File: config.mk
export PLATFORM = sky130hd
export DESIGN_NAME = conv_rgb_sequencer
export DESIGN_NICKNAME = d
export VERILOG_FILES = /design/src/rtl/conv_rgb_sequencer.sv
export SDC_FILE = /design/constraint.sdc
export NUM_CORES = 1
export LEC_CHECK = 0
export BUFFER_PORTS_ARGS = -buffer_cell sky130_fd_sc_hd__buf_2
export CORE_MARGIN = 5
export CORE_UTILIZATION = 44
export DETAILED_ROUTE_END_ITERATION = 10
export GPL_TIMING_DRIVEN = 1
export PLACE_DENSITY = 0.7
export SKIP_CTS_REPAIR_TIMING = 1
export SYNTH_ARGS = -nofsm -noshare
export SYNTH_HDL_FRONTEND = slang
export SYNTH_SLANG_ARGS = --single-unit
File: constraint.sdc
create_clock -name clock -period 4.7 [get_ports clock]
set_clock_uncertainty 0.05 [all_clocks]
set_input_delay 0.235 -clock clock [delete_from_list [all_inputs] [get_ports clock]]
set_output_delay 0.235 -clock clock [all_outputs]
set_load 0.02 [all_outputs]
File: src/rtl/conv_rgb_sequencer.sv
// Sequences one RGB image through three per-channel convolution engines and streams R+G+B dotproduct sums.
// Optional CONV_SEQ_RELU_EN clamps negative sums to zero before they are registered.
module conv_rgb_sequencer #(
   parameter int bitwidth    = 8,
   parameter int filterWidth = 3,
   parameter int imageWidth  = 11,
   parameter int numPixels   = imageWidth * imageWidth,
   parameter int numResults  = (imageWidth - filterWidth + 1) * (imageWidth - filterWidth + 1)
) (
   input  logic                          clock,
   input  logic                          reset,
   input  logic                          start,
   output logic                          busy,
   output logic                          done,
   output logic                          mem_rd_en,
   output logic [$clog2(numPixels)-1:0]  mem_addr,
   input  logic [3*bitwidth-1:0]         mem_data,
   input  logic [3*bitwidth-1:0]         mem_filter,
   output logic                          conv_valid,
   output logic [3*bitwidth-1:0]         conv_data,
   output logic [3*bitwidth-1:0]         conv_filter,
   input  logic [2:0]                    dp_ready,
   input  logic [31:0]                   dp_r,
   input  logic [31:0]                   dp_g,
   input  logic [31:0]                   dp_b,
   output logic                          out_valid,
   input  logic                          out_ready,
   output logic [33:0]                   out_sum,
   output logic                          overflow
);

   localparam int AW = $clog2(numPixels);
   localparam int CW = $clog2(numResults + 1);

   typedef enum logic [1:0] {IDLE, FETCH, DRAIN, DONE} state_t;

   state_t           r_state;
   state_t           w_nextState;
   logic [AW-1:0]    r_addr;
   logic             r_convValid;
   logic [CW-1:0]    r_count;
   logic [2:0][31:0] r_hold;
   logic [2:0]       r_full;
   logic             r_overflow;
   logic             r_outValid;
   logic [33:0]      r_outSum;

   logic             w_stall;
   logic             w_rdEn;
   logic             w_accept;
   logic             w_lastAddr;
   logic             w_launch;
   logic             w_transfer;
   logic [2:0][31:0] w_dp;
   logic [33:0]      w_sum;
   logic [33:0]      w_sumOut;

   assign w_stall    = r_outValid & ~out_ready;
   assign w_accept   = (r_state == IDLE) & start;
   assign w_lastAddr = (r_addr == AW'(numPixels - 1));
   assign w_launch   = (&r_full) & (~r_outValid | out_ready);
   assign w_transfer = r_outValid & out_ready;
   assign w_dp       = {dp_r, dp_g, dp_b};

   always_ff @(posedge clock) begin
      if (reset) r_state <= IDLE;
      else       r_state <= w_nextState;
   end

   always_comb begin
      w_nextState = r_state;
      w_rdEn      = 1'b0;
      busy        = 1'b0;
      done        = 1'b0;
      case (r_state)
         IDLE:  if (start) w_nextState = FETCH;
         FETCH: begin
            busy   = 1'b1;
            w_rdEn = ~w_stall;
            if (w_rdEn && w_lastAddr) w_nextState = DRAIN;
         end
         DRAIN: begin
            busy = 1'b1;
            if (r_count >= CW'(numResults)) w_nextState = DONE;
         end
         DONE: begin
            done        = 1'b1;
            w_nextState = IDLE;
         end
         default: w_nextState = IDLE;
      endcase
   end

   // The address returns to zero after the last pixel so the next run starts clean.
   always_ff @(posedge clock) begin
      if (reset) begin
         r_addr      <= '0;
         r_convValid <= 1'b0;
      end else begin
         r_convValid <= w_rdEn;
         if (w_accept)    r_addr <= '0;
         else if (w_rdEn) r_addr <= w_lastAddr ? '0 : r_addr + AW'(1);
      end
   end

   // A slot freed by a launch can take a new dotproduct in that same cycle.
   always_ff @(posedge clock) begin
      if (reset) begin
         r_hold     <= '0;
         r_full     <= '0;
         r_overflow <= 1'b0;
      end else begin
         for (int i = 0; i < 3; i++) begin
            if (dp_ready[i] && (!r_full[i] || w_launch)) begin
               r_hold[i] <= w_dp[i];
               r_full[i] <= 1'b1;
            end else if (dp_ready[i]) begin
               r_overflow <= 1'b1;
            end else if (w_launch) begin
               r_full[i] <= 1'b0;
            end
         end
      end
   end

   assign w_sum = {{2{r_hold[2][31]}}, r_hold[2]}
                + {{2{r_hold[1][31]}}, r_hold[1]}
                + {{2{r_hold[0][31]}}, r_hold[0]};

`ifdef CONV_SEQ_RELU_EN
   assign w_sumOut = w_sum[33] ? '0 : w_sum;
`else
   assign w_sumOut = w_sum;
`endif

   always_ff @(posedge clock) begin
      if (reset) begin
         r_outValid <= 1'b0;
         r_outSum   <= '0;
      end else if (w_launch) begin
         r_outValid <= 1'b1;
         r_outSum   <= w_sumOut;
      end else if (out_ready) begin
         r_outValid <= 1'b0;
      end
   end

   // Saturating so surplus transfers in DRAIN cannot wrap the count.
   always_ff @(posedge clock) begin
      if (reset)                                       r_count <= '0;
      else if (w_accept)                               r_count <= '0;
      else if (w_transfer && r_count < CW'(numResults)) r_count <= r_count + CW'(1);
   end

   assign mem_rd_en   = w_rdEn;
   assign mem_addr    = r_addr;
   assign conv_valid  = r_convValid;
   assign conv_data   = r_convValid ? mem_data : '0;
   assign conv_filter = r_convValid ? mem_filter : '0;
   assign out_valid   = r_outValid;
   assign out_sum     = r_outSum;
   assign overflow    = r_overflow;

endmodule
After elaboration in Yosys (flattened, before gate mapping)

Cells that the tools add are included.
Widths: inputs -> output; s select.

$add $sub $neg: 4
Multipliers: 0
Divide/modulo/power cells: 0
Order comparisons: 2
Equal/unequal tests: 10
Shift-type cells: 0
Multiplexer cells: 25
Bitwise logic cells: 8
Reduce and logical (&&, ||, !) cells: 23

Operators with widths:

| cell                | number |
|---|---|
| $mux 24             | 2 |
| $add 33x32->34      | 1 |
| $add 32x32->33      | 1 |
| $mux 1              | 18 |
| $add 7x1->7 const B | 2 |
| $pmux 2 s4          | 1 |
| $reduce_bool 2->1   | 4 |
| $eq 7x7->1 const B  | 1 |
| $ge 7x7->1 const B  | 1 |
| $lt 7x7->1 const B  | 1 |
| $mux 7              | 1 |
| $mux 2              | 3 |
| $ne 2x1->1 const B  | 3 |
| $ne 2x2->1 const B  | 3 |
| $reduce_and 2->1    | 3 |
| $reduce_and 3->1    | 2 |
| $logic_and 1x1->1   | 5 |
| $and 1x1->1         | 4 |
| $eq 2x2->1 const B  | 2 |
| $reduce_or 2->1     | 2 |
| $logic_not 1->1     | 3 |
| $logic_or 1x1->1    | 3 |
| $not 1->1           | 3 |
| $eq 2x1->1 const B  | 1 |
| 2 further kinds     | 2 |

Register bits after elaboration: 152
Latch bits: 0
Memory bits (writable): 0
Memory bits (read-only): 0
Output and inout bits: 95
Memories kept: 0

Logic depth before layout (Yosys ltp)

Gate-level depths: netlist of run 1.

Depth in word-level cells: 10
Mapped depth: 13
Depth with buffers taken out: 13

Worst setup path after synthesis of run 1

No wires, ideal clock.

Kind: register to register
From: register r_hold[1] (netlist name)
To: register r_outSum[33], in the netlist out_sum[33]
Library setup time: 0.071 ns
Arrival time: 2.896 ns
Data required time: 4.579 ns
Path slack: 1.683 ns
Cell stages (with the launch flop): 12
Buffers on the path: 0
Period minus slack after synthesis: 3.017 ns
Cells stage by stage: dfxtp_1 > fa_1 > ha_1 > fa_1 > a211oi_2 > nor3_1 > o21a_1 > o21a_4 > nor4b_4 > o31ai_1 > a211oi_1 > o21bai_1

Cells in the longest elaborated chain, start to end: 1

RTL lines:

| element                         | line | text |
|---|---|---|
| start, declared                 | 42   | `logic [2:0][31:0] r_hold;` |
| start signal, assigned by index | 115  | `r_hold[i] <= w_dp[i];` |
| $add 33x32->34                  | 128  | `+ {{2{r_hold[0][31]}}, r_hold[0]};` |
| end signal, assigned            | 142  | `r_outSum <= w_sumOut;` |
| end, declared                   | 46   | `logic [33:0] r_outSum;` |

Every way passes these cells.
A chain may end at the register's enable or synchronous reset.

Worst setup path after layout of run 1

Ends and elaborated chain as after synthesis.

==> impl_metrics.py, run 1 <==
metrics = {
    "place": {
        "port_buffers": 245,
        "placement.cell_area_um2": 9559,
        "place.gp.congestion": 0.8968,
        "post-place-ws_ns": 1.466,
        "detailedPlacementHpwl_um": 18320,
        "placed_cells": 1431,
    },
    "die": {
        "fp.coreArea_um2": 18580,
        "overall_die_area_um2": 21640,
        "die_y_um": 147.1,
        "chipWidth_um": 147.1,
        "floorplan.io_pins": 246,
        "num_rows": 50,
        "initial_utilization": 0.4451,
    },
    "setup_path": {
        "crit_path_cell_trace": "fa_1 -> ha_1 -> fa_1 -> a211oi_2 -> nor3_1 -> o21a_1 -> o21a_4 -> nor4b_4 -> o31ai_1 -> a211oi_1 -> o21bai_1",
        "critical-path-top-cell-by-count": "sky130_fd_sc_hd__fa_1",
        "required_ns": 5.00,
        "critical-path-slowest-cell": "sky130_fd_sc_hd__fa_1",
        "critical_path.max_fanout": 4,
        "crit_path_max_incr_delay_ns": 0.48,
        "crit_path_buffers_inverters": 0,
        "timing.setup.critical_path_class": "reg2reg",
        "endpoint_type_of_the_worst_setup_path": "flip-flop",
        "timing.critical_path.from_type": "flip-flop",
        "timing.critical_path.arrival_ns": 3.55,
        "reg2reg_slack_ns": 1.45,
        "timing.critical_path.max_delay_family": "compound AO/OA/AOI/OAI gates",
    },
    "logic_synthesis": {
        "synth.top_cells.by_area": "sky130_fd_sc_hd__dfxtp_1, sky130_fd_sc_hd__nand2_1, sky130_fd_sc_hd__a21oi_1",
        "ys_seq_area_frac": 0.3680,
        "mapped_nets": 1225,
        "post-synth-top-area-cell": "sky130_fd_sc_hd__dfxtp_1",
        "synth_cell_types": 64,
        "syn_avg_cell_area_um2": 8.269,
        "yosys_warnings": 0,
        "synth_enable_flop_cells": 0,
        "synthesis.instances": 1000,
        "area_fraction_of_the_dominant_cell_type_after_synthesis": 0.3680,
        "postSynth.asyncResetShare": 0,
        "synthesis.area_um2": 8269,
        "synth.most_common_cell": "sky130_fd_sc_hd__nand2_1",
        "synth.top_cells.by_count": "sky130_fd_sc_hd__nand2_1, sky130_fd_sc_hd__a21oi_1, sky130_fd_sc_hd__dfxtp_1",
        "synth-seq-cells": 152,
        "yosys_most_used_dff": "sky130_fd_sc_hd__dfxtp_1",
    },
    "route": {
        "route.final.wire_length_um": 24210,
        "post_drt_wl_per_cell_um": 16.30,
        "route.detailed.vias_per_inst": 5.123,
        "drc": 0,
        "drt_first_pass_iters": 5,
        "route.vias.total": 7607,
        "dr.first_iter.drc_count": 337,
        "detail-route-antenna-nets": 0,
    },
    "global_route": {
        "antenna_violations_before_repair": 1,
        "grt_pass1_wl_um": 37650,
        "grt_start_max_net_pins": 94,
        "grt_usage": 0.2186,
        "grt_pass1_vias": 7231,
        "grt-ovfl-total": 0,
    },
    "timing": {
        "timing_worst_slew_pin_value_ns": 1.046,
        "layout_min_cycle_time_ns": 3.252,
        "slew_hr": 0.3018,
        "final.period_utilization": 0.6920,
        "grt_setup_unrepaired": "no",
        "achievable-frequency_mhz": 307.5,
        "finalHoldWorstSlack_ns": -0.007502,
        "finalSetupViolCount": 0,
        "report.final.hold_viol_count": 13,
        "layout_setup_ws_ns": 1.448,
        "setup-tns-final_ns": 0,
        "report.final.slew_viol_count": 0,
    },
    "final_layout": {
        "finalCoreUtilization": 0.5609,
        "stdcell_area_um2": 10420,
        "final_cell_count_no_fill": 1485,
        "nets": 1462,
        "share_of_post_route_cells_with_drive_strength_above_1": 0.2456,
        "p_r_area_growth_vs_syn_pct": 26.02,
        "fillers": 1727,
    },
    "clock_tree": {
        "h-tree-depth": 4,
        "cts_tree": "done",
        "clockRootBuffer": "sky130_fd_sc_hd__clkbuf_16",
        "clock_sink_count": 152,
        "clk-insertion-delay-late_ns": 0.43,
        "clkSlewWorstSetupHoldPaths_ns": 0.06,
        "cts_buffers": 17,
        "clock_tree.buffer_depth": 2,
    },
    "flow_run": {
        "maximum_capacitance_violations": 0,
    },
    "pwr": {
        "vdd.ir_drop.worst_mv": 0.2505,
        "total_power_mw": 3.772,
        "total_leakage_power_nw": 4.836,
        "power.density_nw_per_um2": 361.9,
    },
    "status": {
        "violations_in_the_final_reports": "negative hold slack",
        "status": "complete, but fails checks",
    },
    "worst_hold_path": {
        "worst_min_delay_path_category": "in2reg",
    },
}
## tightest hold or removal path, stage by stage
cell,delay (ns)
sky130_fd_sc_hd__buf_2,0.10
sky130_fd_sc_hd__nand2_1,0.04
sky130_fd_sc_hd__a21oi_1,0.05
## cell families after synthesis
family / after synthesis / synth area share
buf+inv: 73 / 0.04373
xor+xnor: 34 / 0.03601
flops: 152 / 0.3680
simple gates: 416 / 0.2251
fa+ha+maj: 74 / 0.1419
compound gates: 251 / 0.1852
## path summary, 6_finish.rpt
path	cells past startpoint	to	from
max	11	out_sum[33]	r_hold[1]
min	3	r_hold[20]	dp_b[20]
max reg2reg	11	out_sum[33]	r_hold[1]
min reg2reg	2	out_sum[1]	out_sum[1]
## state kept, by name, indices dropped and copies added (netlist names)
register,count
r_state,2
conv_valid,1
out_valid,1
overflow,1
r_count,7
mem_addr,7
r_hold,96
out_sum,34
r_full,3
## cell usage in the layout (no fill, tap or decap), types with 16 or more instances in the layout
cell,count
sky130_fd_sc_hd__inv_1,16
sky130_fd_sc_hd__buf_2,244
sky130_fd_sc_hd__fa_1,33
sky130_fd_sc_hd__nor2_1,41
sky130_fd_sc_hd__o21ai_0,24
sky130_fd_sc_hd__and2_1,52
sky130_fd_sc_hd__clkbuf_16,17
sky130_fd_sc_hd__dlygate4sd3_1,21
sky130_fd_sc_hd__ha_1,41
sky130_fd_sc_hd__nand2_1,266
sky130_fd_sc_hd__xor2_1,16
sky130_fd_sc_hd__a21oi_1,157
sky130_fd_sc_hd__dfxtp_1,152
sky130_fd_sc_hd__xnor2_1,18
## where the power goes
part | total (mW) | switching [mW] | internal, mW | leakage (nW)
registers | 1.43 | 0.0725 | 1.36 | 1.24
logic | 0.831 | 0.502 | 0.329 | 3.28
clock network | 1.51 | 0.565 | 0.945 | 0.314
total | 3.77 | 1.14 | 2.63 | 4.84
## metal layers
| layer | vias up | share of wire | GRT usage |
|---|---|---|---|
| met5 | - | 0.00054 | 0 |
| met4 | 2 | 0.013 | 0.05732 |
| met3 | 26 | 0.059 | 0.05028 |
| met2 | 250 | 0.50 | 0.3961 |
| met1 | 3491 | 0.42 | 0.2608 |
| li1 | 3838 | - | - |
## layout make-up
class                   instances  area [um^2]  share of cell area
flip-flops and latches        152         3043              0.2920
inverters                      16        60.06            0.005763
repair buffers                275         1506              0.1446
multi-input cells             775         4867              0.4670
clock inverters                15        224.0             0.02149
clock buffers                  17        425.4             0.04082
diodes                          1        2.502           0.0002401
well taps                     234        292.8             0.02809
(Power assumes the default switching activity.)
==> run 2, diff against run 1 <==
--- a/config.mk
+++ b/config.mk
@@ -5,12 +5,13 @@
 export SDC_FILE = /design/constraint.sdc
 export NUM_CORES = 1
 export LEC_CHECK = 0
+export ABC_AREA = 1
 export BUFFER_PORTS_ARGS = -buffer_cell sky130_fd_sc_hd__buf_2
 export CORE_MARGIN = 5
 export CORE_UTILIZATION = 44
 export DETAILED_ROUTE_END_ITERATION = 10
 export GPL_TIMING_DRIVEN = 1
-export PLACE_DENSITY = 0.7
+export PLACE_DENSITY = 0.71
 export SKIP_CTS_REPAIR_TIMING = 1
 export SYNTH_ARGS = -nofsm -noshare
 export SYNTH_HDL_FRONTEND = slang
==> constraint.sdc (replaced) <==
create_clock -name clock -period 2.9 [get_ports clock]
set_clock_uncertainty 0.05 [all_clocks]
set_input_delay 0.145 -clock clock [delete_from_list [all_inputs] [get_ports clock]]
set_output_delay 0.145 -clock clock [all_outputs]
set_load 0.02 [all_outputs]
==> run 2 against run 1 <==
Net effect:
- the flow still finishes with violations (negative hold slack)
- non-clock buffer count increased by 64
- flip-flop and latch count unchanged
- wire length increased by 16%
- combinational power increased by 150%
- clock-buffer cell count increased by 4
==> impl_metrics.py, run 2 <==
metrics = {
    "final_layout": {
        "multiInputGateArea_um2": 5054,
        "registers.top_by_ff_count": "r_hold",
        "fillers": 1963,
        "final_cell_count_no_fill": 2022,
        "final_common_cell": "sky130_fd_sc_hd__nand2_1",
        "sequential_cell_area_um2": 3043,
        "p_r_area_growth_vs_syn_pct": 30.78,
        "layout_common_cells": "sky130_fd_sc_hd__nand2_1, sky130_fd_sc_hd__nor2_1, sky130_fd_sc_hd__buf_2, sky130_fd_sc_hd__inv_1, sky130_fd_sc_hd__dfxtp_1",
        "share_of_post_route_cells_with_drive_strength_above_1": 0.1695,
        "stdcell_area_um2": 12100,
        "largest_register_ffs": 96,
        "nets": 1959,
    },
    "timing": {
        "report.final.slew_viol_count": 0,
        "layout_setup_ws_ns": 0.2707,
        "grt_setup_unrepaired": "no",
        "achievable-frequency_mhz": 380.3,
        "finalHoldWorstSlack_ns": -0.05778,
        "layout_min_cycle_time_ns": 2.629,
        "timing_worst_slew_pin_value_ns": 1.194,
        "final.period_utilization": 0.9067,
        "setup-tns-final_ns": 0,
        "slew_hr": 0.2034,
        "finalSetupViolCount": 0,
        "report.final.hold_viol_count": 14,
    },
    "setup_path": {
        "timing.critical_path.arrival_ns": 2.90,
        "crit_path_max_incr_delay_ns": 0.49,
        "required_ns": 3.17,
        "timing.critical_path.from_type": "flip-flop",
        "timing.setup.critical_path_class": "reg2reg",
        "critical-path-top-cell-by-count": "sky130_fd_sc_hd__nand2_1",
        "crit_path_cell_trace": "fa_1 -> ha_1 -> fa_1 -> nand2_1 -> nand2_1 -> nand3_1 -> nand2_1 -> nand2_1 -> nand2_1 -> nand2_1 -> nand2_1 -> nand2_1 -> nand3_1 -> nand2_1 -> inv_1",
        "critical-path-slowest-cell": "sky130_fd_sc_hd__fa_1",
        "critical_path.max_fanout": 3,
        "endpoint_type_of_the_worst_setup_path": "flip-flop",
    },
    "die": {
        "overall_die_area_um2": 24030,
        "chipWidth_um": 155.0,
        "floorplan.io_pins": 246,
        "initial_utilization": 0.4431,
        "fp.coreArea_um2": 20890,
        "num_rows": 53,
        "die_y_um": 155.0,
    },
    "clock_tree": {
        "clkSlewWorstSetupHoldPaths_ns": 0.06,
        "cts_tree": "done",
        "h-tree-depth": 4,
        "clockRootBuffer": "sky130_fd_sc_hd__clkbuf_16",
        "clock_tree.buffer_depth": 2,
        "clock_sink_count": 152,
        "clk-insertion-delay-late_ns": 0.43,
        "cts_buffers": 17,
    },
    "logic_synthesis": {
        "yosys_warnings": 0,
        "postSynth.asyncResetShare": 0,
        "mapped_nets": 1647,
        "synth.most_common_cell": "sky130_fd_sc_hd__nand2_1",
        "synthesis.area_um2": 9255,
        "synthesis.instances": 1422,
        "synth_cell_types": 35,
        "post-synth-top-area-cell": "sky130_fd_sc_hd__dfxtp_1",
        "ys_seq_area_frac": 0.3288,
        "syn_avg_cell_area_um2": 6.509,
        "synth.top_cells.by_count": "sky130_fd_sc_hd__nand2_1, sky130_fd_sc_hd__nor2_1, sky130_fd_sc_hd__inv_1",
        "synth.top_cells.by_area": "sky130_fd_sc_hd__dfxtp_1, sky130_fd_sc_hd__nand2_1, sky130_fd_sc_hd__nor2_1",
        "synth-seq-cells": 152,
        "yosys_most_used_dff": "sky130_fd_sc_hd__dfxtp_1",
        "synth_enable_flop_cells": 0,
        "area_fraction_of_the_dominant_cell_type_after_synthesis": 0.3288,
    },
    "route": {
        "dr.first_iter.drc_count": 596,
        "detail-route-antenna-nets": 0,
        "route.detailed.vias_per_inst": 4.690,
        "route.final.wire_length_um": 28130,
        "post_drt_wl_per_cell_um": 13.91,
        "drc": 0,
        "route.vias.total": 9483,
        "drt_first_pass_iters": 5,
    },
    "pwr": {
        "total_power_mw": 6.743,
        "power.density_nw_per_um2": 557.0,
        "total_leakage_power_nw": 6.911,
        "vdd.ir_drop.worst_mv": 0.3829,
    },
    "place": {
        "port_buffers": 245,
        "post-place-ws_ns": 0.3208,
        "placement.cell_area_um2": 10670,
        "place.gp.congestion": 0.9461,
        "detailedPlacementHpwl_um": 21170,
        "placed_cells": 1908,
    },
    "global_route": {
        "grt_usage": 0.2230,
        "antenna_violations_before_repair": 1,
        "grt_pass1_wl_um": 43460,
        "grt_pass1_vias": 8814,
        "grt_start_max_net_pins": 60,
        "grt-ovfl-total": 0,
    },
    "worst_hold_path": {
        "worst_min_delay_path_category": "in2reg",
    },
    "flow_run": {
        "maximum_capacitance_violations": 0,
    },
    "status": {
        "status": "complete, but fails checks",
        "violations_in_the_final_reports": "negative hold slack",
    },
}
run 2: final timing paths:
check | from | to | slack [ns] | cells after the start
max | r_hold[1] | out_sum[33] | 0.27 | 15
min | dp_b[10] | r_hold[10] | -0.06 | 3
max reg2reg | r_hold[1] | out_sum[33] | 0.27 | 15
min reg2reg | out_sum[2] | out_sum[2] | 0.43 | 2
run 2: routing by layer:
layer	share of wire	global-route usage
met1	0.43	0.2839
met2	0.49	0.3858
met3	0.068	0.04590
met4	0.021	0.05845
met5	0	0
run 2: cells by family after synthesis:
family | share of synthesized area
AND/OR/NAND/NOR | 0.3049
buffers and inverters | 0.1252
flip-flops | 0.3288
AO/OA/AOI/OAI | 0.09545
adder cells (fa/ha/maj) | 0.1268
XOR/XNOR | 0.01893
run 2: worst max-delay path, delay by kind of cell, from the launching register on:
family	cells	cell delay [ns]
adders and majority gates	3	1.20
and+or+nand+nor	11	0.91
DFF	1	0.33
buffers and inverters	1	0.03
run 2: layout make-up:
type	count	area share
tap	275	0.02843
clock buffer	21	0.03887
antenna	1	0.0002067
sequential	152	0.2514
inverter	239	0.07432
clock inverter	10	0.01168
timing repair buffer	339	0.1776
multi-input combinational	985	0.4175
run 2: where the power goes:
group / switching, mW / internal, mW / total (mW)
Clock: 0.892 / 1.42 / 2.31
Sequential: 0.117 / 2.24 / 2.36
Combinational: 1.31 / 0.758 / 2.07
run 2: through the flow:
stage               hold WS [ns]  utilization
global placement          0.3180       0.5108
floorplan                 0.2299            -
finish                  -0.05778       0.5795
global route            0.004144       0.5795
CTS                      -0.1253       0.5400
detailed placement        0.3204       0.5108
==> run 3, diff against run 2 <==
--- a/config.mk
+++ b/config.mk
@@ -7,7 +7,6 @@
 export LEC_CHECK = 0
 export ABC_AREA = 1
 export BUFFER_PORTS_ARGS = -buffer_cell sky130_fd_sc_hd__buf_2
-export CORE_MARGIN = 5
 export CORE_UTILIZATION = 44
 export DETAILED_ROUTE_END_ITERATION = 10
 export GPL_TIMING_DRIVEN = 1
==> run 3 against run 2 <==
Net effect:
- the run still ends with negative hold slack left
- sequential share of layout area hardly changed
- hold slack worse by 0.0011 ns
- first-iteration DRC count is 29% lower
==> impl_metrics.py, run 3 (synthesis gave the netlist of run 2 again) <==
metrics = {
    "status": {
        "status": "complete, but fails checks",
        "violations_in_the_final_reports": "negative hold slack",
    },
    "route": {
        "post_drt_wl_per_cell_um": 13.44,
        "drt_first_pass_iters": 5,
        "route.detailed.vias_per_inst": 4.723,
        "dr.first_iter.drc_count": 426,
        "drc": 0,
        "detail-route-antenna-nets": 0,
        "route.vias.total": 9522,
        "route.final.wire_length_um": 27090,
    },
    "setup_path": {
        "timing.critical_path.arrival_ns": 2.89,
        "endpoint_type_of_the_worst_setup_path": "flip-flop",
        "required_ns": 3.18,
        "critical_path.max_fanout": 3,
        "timing.setup.critical_path_class": "reg2reg",
        "timing.critical_path.from_type": "flip-flop",
    },
    "pwr": {
        "vdd.ir_drop.worst_mv": 0.4111,
        "total_leakage_power_nw": 6.896,
        "total_power_mw": 6.730,
        "power.density_nw_per_um2": 556.7,
    },
    "timing": {
        "layout_min_cycle_time_ns": 2.605,
        "achievable-frequency_mhz": 383.9,
        "slew_hr": 0.1505,
        "setup-tns-final_ns": 0,
        "timing_worst_slew_pin_value_ns": 1.273,
        "grt_setup_unrepaired": "no",
        "report.final.slew_viol_count": 0,
        "finalHoldWorstSlack_ns": -0.05883,
        "report.final.hold_viol_count": 10,
        "final.period_utilization": 0.8983,
        "finalSetupViolCount": 0,
    },
    "clock_tree": {
        "cts_tree": "done",
        "h-tree-depth": 4,
        "clock_sink_count": 152,
        "clockRootBuffer": "sky130_fd_sc_hd__clkbuf_16",
        "clock_tree.buffer_depth": 2,
        "clk-insertion-delay-late_ns": 0.43,
        "clkSlewWorstSetupHoldPaths_ns": 0.06,
        "cts_buffers": 17,
    },
    "final_layout": {
        "registers.top_by_ff_count": "r_hold",
        "fillers": 1911,
        "nets": 1958,
        "final_common_cell": "sky130_fd_sc_hd__nand2_1",
        "antenna_cells": 0,
        "p_r_area_growth_vs_syn_pct": 30.62,
        "largest_register_ffs": 96,
        "share_of_post_route_cells_with_drive_strength_above_1": 0.1672,
        "layout_common_cells": "sky130_fd_sc_hd__nand2_1, sky130_fd_sc_hd__nor2_1, sky130_fd_sc_hd__buf_2, sky130_fd_sc_hd__inv_1, sky130_fd_sc_hd__dfxtp_1",
    },
    "die": {
        "initial_utilization": 0.4530,
        "num_rows": 52,
        "floorplan.io_pins": 246,
        "chipWidth_um": 147.0,
        "fp.coreArea_um2": 20430,
        "die_y_um": 147.0,
        "overall_die_area_um2": 21620,
    },
    "global_route": {
        "grt_pass1_vias": 8525,
        "grt_usage": 0.2405,
        "grt_pass1_wl_um": 40990,
        "grt_start_max_net_pins": 76,
        "grt-ovfl-total": 0,
        "antenna_violations_before_repair": 0,
    },
    "worst_hold_path": {
        "worst_min_delay_path_category": "in2reg",
    },
    "flow_run": {
        "maximum_capacitance_violations": 0,
    },
    "place": {
        "place.gp.congestion": 0.9021,
        "port_buffers": 245,
        "detailedPlacementHpwl_um": 19910,
    },
}
==> run 3: critical path, stage by stage (launching register included) <==
cell and delay [ns]:
sky130_fd_sc_hd__dfxtp_1 0.33, sky130_fd_sc_hd__fa_1 0.48, sky130_fd_sc_hd__ha_1 0.26, sky130_fd_sc_hd__fa_1 0.43, sky130_fd_sc_hd__nand2_1 0.11, sky130_fd_sc_hd__nand2_1 0.08, sky130_fd_sc_hd__nand3_1 0.10, sky130_fd_sc_hd__nand2_1 0.09
sky130_fd_sc_hd__nand2_1 0.07, sky130_fd_sc_hd__nand2_1 0.11, sky130_fd_sc_hd__nand2_1 0.11, sky130_fd_sc_hd__nand2_1 0.05, sky130_fd_sc_hd__nand2_1 0.06, sky130_fd_sc_hd__nand3_1 0.06, sky130_fd_sc_hd__nand2_1 0.07, sky130_fd_sc_hd__inv_1 0.03
==> run 3: where the power goes <==
part	leakage [nW]	internal [mW]	switching, mW
Sequential	1.25	2.24	0.118
Combinational	5.36	0.759	1.30
Clock	0.287	1.40	0.906
==> run 3: through the flow <==
step                      worst slack, ns  std cells    util  hold slack [ns]  instance area, um^2
after detailed placement           0.3136       1900  0.5208           0.3219                10640
after CTS                          0.3028       1932  0.5506          -0.1244                11250
after global routing              0.08708       2016  0.5917        -0.001581                12090
after global placement             0.3716       1900  0.5208           0.3198                10640
after floorplan                    0.5571       1422       -           0.2299                 9255
final                              0.2950       2016  0.5917         -0.05883                12090
==> run 3: worst paths after layout <==
kind              slack (ns)  cells past startpoint        from           to
hold / removal         -0.06                      3    dp_g[10]   r_hold[42]
setup reg to reg        0.29                     15   r_hold[1]  out_sum[33]
setup / recovery        0.29                     15   r_hold[1]  out_sum[33]
hold reg to reg         0.43                      2  out_sum[2]   out_sum[2]
==> run 3: area by class of cell <==
class,count,area (um^2),share of cell area
clock buffer,22,464.2,0.03840
clock inverter,10,143.9,0.01190
inverter,239,899.6,0.07442
multi-input combinational,985,5054,0.4180
sequential,152,3043,0.2517
tap,270,337.8,0.02794
timing repair buffer,338,2147,0.1776
==> run 3: metal layers <==
layer | GRT usage | share of wire | up-vias
li1 | - | - | 4920
met3 | 0.03230 | 0.061 | 42
met5 | 0 | 0 | -
met4 | 0.09742 | 0.028 | 0
met2 | 0.4204 | 0.48 | 333
met1 | 0.2982 | 0.43 | 4227
